--- src/rtl/transfer_scheduler.sv ---
// Round-robin owner of the shared transmit counter: grants fixed-length trfr_prm
// bursts, forces a low gap between them, and flags counter values that drift.
module transfer_scheduler #(
  parameter int NREQ  = 4,
  parameter int LEN_W = 16,
  parameter int GAP   = 2
) (
  input  logic                  clk,
  input  logic                  rst,
  input  logic [NREQ-1:0]       req,
  input  logic [NREQ*LEN_W-1:0] len,
  input  logic [31:0]           cnt_in,
  output logic                  trfr_prm,
  output logic [NREQ-1:0]       gnt,
  output logic [NREQ-1:0]       done,
  output logic                  abort,
  output logic                  busy,
  output logic                  sync_err,
  output logic [1:0]            state_dbg
);

  localparam int PTR_W = $clog2(NREQ);
  localparam int GAP_W = $clog2(GAP + 1);

  typedef enum logic [1:0] {
    IDLE   = 2'd0,
    XFER   = 2'd1,
    GAP_ST = 2'd2
  } state_t;

  state_t           state;
  logic [PTR_W-1:0] ptr;
  logic [PTR_W-1:0] owner;
  logic [LEN_W-1:0] remaining;
  logic [31:0]      expected;
  logic [GAP_W-1:0] gap_cnt;

  logic [LEN_W-1:0] len_arr [NREQ];
  logic             found;
  logic [PTR_W-1:0] win;
  logic [PTR_W-1:0] nxt_ptr;
  logic [PTR_W:0]   sum;

  for (genvar g = 0; g < NREQ; g++) begin : g_len
    assign len_arr[g] = len[g*LEN_W +: LEN_W];
  end

  // Search starts at the pointer and wraps; the extra sum bit absorbs the wrap.
  always_comb begin
    found = 1'b0;
    win   = '0;
    sum   = '0;
    for (int i = 0; i < NREQ; i++) begin
      sum = {1'b0, ptr} + (PTR_W+1)'(i);
      if (sum >= (PTR_W+1)'(NREQ)) sum = sum - (PTR_W+1)'(NREQ);
      if (!found && req[sum[PTR_W-1:0]]) begin
        found = 1'b1;
        win   = sum[PTR_W-1:0];
      end
    end
  end

  assign nxt_ptr   = (win == PTR_W'(NREQ - 1)) ? '0 : win + 1'b1;
  assign state_dbg = state;

  always_ff @(posedge clk or negedge rst) begin
    if (!rst) begin
      state     <= IDLE;
      ptr       <= '0;
      owner     <= '0;
      remaining <= '0;
      expected  <= '0;
      gap_cnt   <= '0;
      trfr_prm  <= 1'b0;
      gnt       <= '0;
      done      <= '0;
      abort     <= 1'b0;
      busy      <= 1'b0;
      sync_err  <= 1'b0;
    end else begin
      done  <= '0;
      abort <= 1'b0;
      case (state)
        IDLE: begin
          if (found) begin
            ptr <= nxt_ptr;
            if (len_arr[win] != '0) begin
              gnt       <= NREQ'(1) << win;
              trfr_prm  <= 1'b1;
              remaining <= len_arr[win];
              expected  <= '0;
              owner     <= win;
              busy      <= 1'b1;
              state     <= XFER;
            end else begin
              done[win] <= 1'b1;
            end
          end
        end
        XFER: begin
          if (cnt_in != expected) sync_err <= 1'b1;
          expected  <= expected + 32'd1;
          remaining <= remaining - 1'b1;
          // A dropped request wins over a burst that would have ended anyway.
          if (!req[owner] || remaining == LEN_W'(1)) begin
            trfr_prm <= 1'b0;
            gnt      <= '0;
            gap_cnt  <= GAP_W'(GAP);
            state    <= GAP_ST;
            if (!req[owner]) abort <= 1'b1;
            else             done[owner] <= 1'b1;
          end
        end
        GAP_ST: begin
          if (gap_cnt == GAP_W'(1)) begin
            state <= IDLE;
            busy  <= 1'b0;
          end else begin
            gap_cnt <= gap_cnt - 1'b1;
          end
        end
        default: begin
          state <= IDLE;
          busy  <= 1'b0;
        end
      endcase
    end
  end

endmodule
--- config.mk ---
export PLATFORM = sky130hd
export DESIGN_NAME = transfer_scheduler
export DESIGN_NICKNAME = d
export VERILOG_FILES = /design/src/rtl/transfer_scheduler.sv
export SDC_FILE = /design/constraint.sdc
export NUM_CORES = 1
export LEC_CHECK = 0
export BUFFER_PORTS_ARGS = -buffer_cell sky130_fd_sc_hd__buf_2
export CORE_UTILIZATION = 30
export DETAILED_ROUTE_END_ITERATION = 8
export GPL_TIMING_DRIVEN = 0
export REMOVE_ABC_BUFFERS = 1
export SYNTH_ARGS = -nofsm -noshare
export SYNTH_HDL_FRONTEND = slang
export SYNTH_SLANG_ARGS = --single-unit
--- constraint.sdc ---
create_clock -name clk -period 8.9 [get_ports clk]
set_clock_uncertainty 0.05 [all_clocks]
set_input_delay 0.89 -clock clk [delete_from_list [all_inputs] [get_ports clk]]
set_output_delay 0.89 -clock clk [all_outputs]
set_load 0.02 [all_outputs]
==> metrics.txt <==
status complete, no violations; clk_lat worst skew 330 ps; postcts setup bufs 0; Fmax 186 MHz; max-slew violation count 0; CTS H-tree depth 3; largest net degree at the start of global routing 69; register area 1700 um2; non-filler cells, final 858; r2r setup slk 4160 ps; die width 128 um; post-place setup slack 3210 ps; syn avg cell area 8.73 um2; total of max-cap violations 0; total track usage 17.5%; CTS Sinks 68; met1 Usage GRT 22.7%; multi-input logic area 2860 um2; R2R cell count 10; root buffer cell clkbuf_16; Synth Register Bits 68; Final Hold Fails 0; Post-synth top flop dfrtp_1; Post-synth top cells 68 x dfrtp_1, 56 x nand3_1, 54 x nand2_1; global-route wire length before repair 22200 um; Vias/cell 5.43; busiest grt layer met2; CP required 9070 ps; port buffer count 115; endpoint class of the critical path register; beginning of the critical path req[1]; Static Leak 2.57 nW; clock share of power 22.4%; most frequent cell after synthesis dfrtp_1; CTS tree built; gr ovfl total 0; initial core utilization 31.0%; Pwr Total 1.56 mW; NetSw 684 uW; Yosys top cell area share 35.7%; DP Cell Count 843; DR vias 4657; Final Setup Violations 0; cts bufs inserted 9; Die Y 128 um; ANT cells 0; startpoint class of the critical path input port; cts hold-fix bufs 0; CP Class in -> reg; Area Overhead vs Synth 21.6%; Iter 0 DRT Violations 344; period utilization 60.4%; post-synthesis cell type count 63; Hold Crit Class reg -> reg; row count 45; Max VDD drop 0.109 mV; Post-Syn Instances 546; die area 16400 um2; Yosys warnings 0; fin nets 753; Flop pwr share 31.0%; Cell Pwr Density 269 nW/um2; CP max FO 25; Post-synth EDFFs 0; setup TNS 0 ps; CTS clk-pin slew, worst paths 60 ps; part of the power in combinational logic 46.5%; dpl hpwl 10400 um; post-route DRC violation count 0; setup ws final 3520 ps; CP Capture Point remaining[1]; cts repair resizes 0; IO Count 116; register area share after synthesis 35.7%; fin crit period 5380 ps; number of global-route vias before repair 4405; DR WL/cell 16.2 um; M3 GR Usage 3.26%; Core Box Area 15400 um2; Placer Congestion 0.831; met2 usage 28.9%; sw frac 43.8%; layout cells sized above 1 24.9%; HP Start sync_err; most area-hungry cell type in the Yosys netlist dfrtp_1; crit path DAT 5540 ps; RSZ-0062 raised after global routing false; mapped cell area 4770 um2; Pre-antenna DRT Iters 5; internal power 876 uW; final wirelength 13900 um; Post-synth ARST share 100%; worst-margin pin slew 1160 ps; fill count 1590; initial antenna violation count 0; synth top area cells dfrtp_1 36%, xor2_1 6.6%, nand3_1 5.9%, nand2_1 4.3%, nor2_1 3.1%; Rel. slew slack 22.1%; post-route antenna net violation count 0; reg-to-reg startpoint ptr[0]; deepest clock path buffer count 2; reg2reg end remaining[1]
-- cell families after synthesis --
kind of cell	synth area share, %
and+or+nand+nor	26.5
AOI/OAI and AO/OA	20.6
DFF	35.7
buffers and inverters	4.86
xor gates and xnor gates	6.80
muxes	3.46
adders and majority gates	2.10
-- worst min path at each step --
stage | endpoint | slack [ps] | depth (start not counted)
global placement | sync_err | 390 | 1
floorplan | ptr[0] | 420 | 2
global route | sync_err | 450 | 1
CTS | sync_err | 430 | 1
finish | sync_err | 420 | 1
detailed placement | sync_err | 410 | 1
-- per-stage QoR --
step                      hold slack (ps)  utilization [%]  area [um2]
after detailed placement              411             35.8        5500
after CTS                             428             37.7        5800
after global routing                  450             37.7        5800
final                                 417             37.7        5800
after floorplan                       422                -        4600
after global placement                395             35.4        5440
-- layout by cell type (no fill, tap or decap), drive strengths merged, types with 9 or more instances in the layout --
cell type / synthesis / layout
nor2: 41 / 41
o21ai: 41 / 41
xor2: 36 / 36
a221oi: 9 / 9
o2bb2ai: 12 / 12
dfrtp: 68 / 68
nor4: 22 / 22
nand3: 58 / 58
nand2: 54 / 54
inv: 16 / 16
and3: 9 / 9
nand4: 10 / 10
buf: 17 / 118
nor3: 10 / 10
mux2i: 12 / 12
clkbuf: 15 / 10
a21oi: 14 / 14
-- worst max-delay path, cell delays in order --
cell and delay (ps):
buf_2 140, nor2_1 890, or4b_1 720, nand2_1 600, inv_2 370, mux2i_1 220
a22oi_1 140, nand4b_1 340, o21ba_4 320, o21bai_4 510, mux2_1 380
-- power by group through the flow --
stage / registers, mW / clock network, mW / logic [mW]
2_1_floorplan: 0.484 / 0 / 0.461
3_3_place_gp: 0.480 / 0 / 0.675
3_5_place_dp: 0.488 / 0 / 0.722
4_1_cts: 0.483 / 0.358 / 0.726
5_1_grt: 0.499 / 0.371 / 0.802
6_report: 0.484 / 0.350 / 0.726
-- registers in the layout, indices dropped and copies added (netlist names) --
signal     flops
ptr            2
expected      32
gnt            4
state_dbg      2
trfr_prm       1
owner          2
remaining     16
abort          1
gap_cnt        2
sync_err       1
busy           1
done           4
-- layer usage --
metal  wire [um]  vias up
met1        6200     2205
met4         304        0
met2        6620      190
li1            -     2241
met5           0        -
met3         755       21
-- cell type report --
cell class	instances	area share, %
timing repair buffer	118	10.7
multi-input combinational	430	49.3
sequential	68	29.4
tap	211	4.56
clock buffer	10	4.12
clock inverter	5	0.907
inverter	16	1.04
No activity file was read; power rests on OpenSTA's default activity.
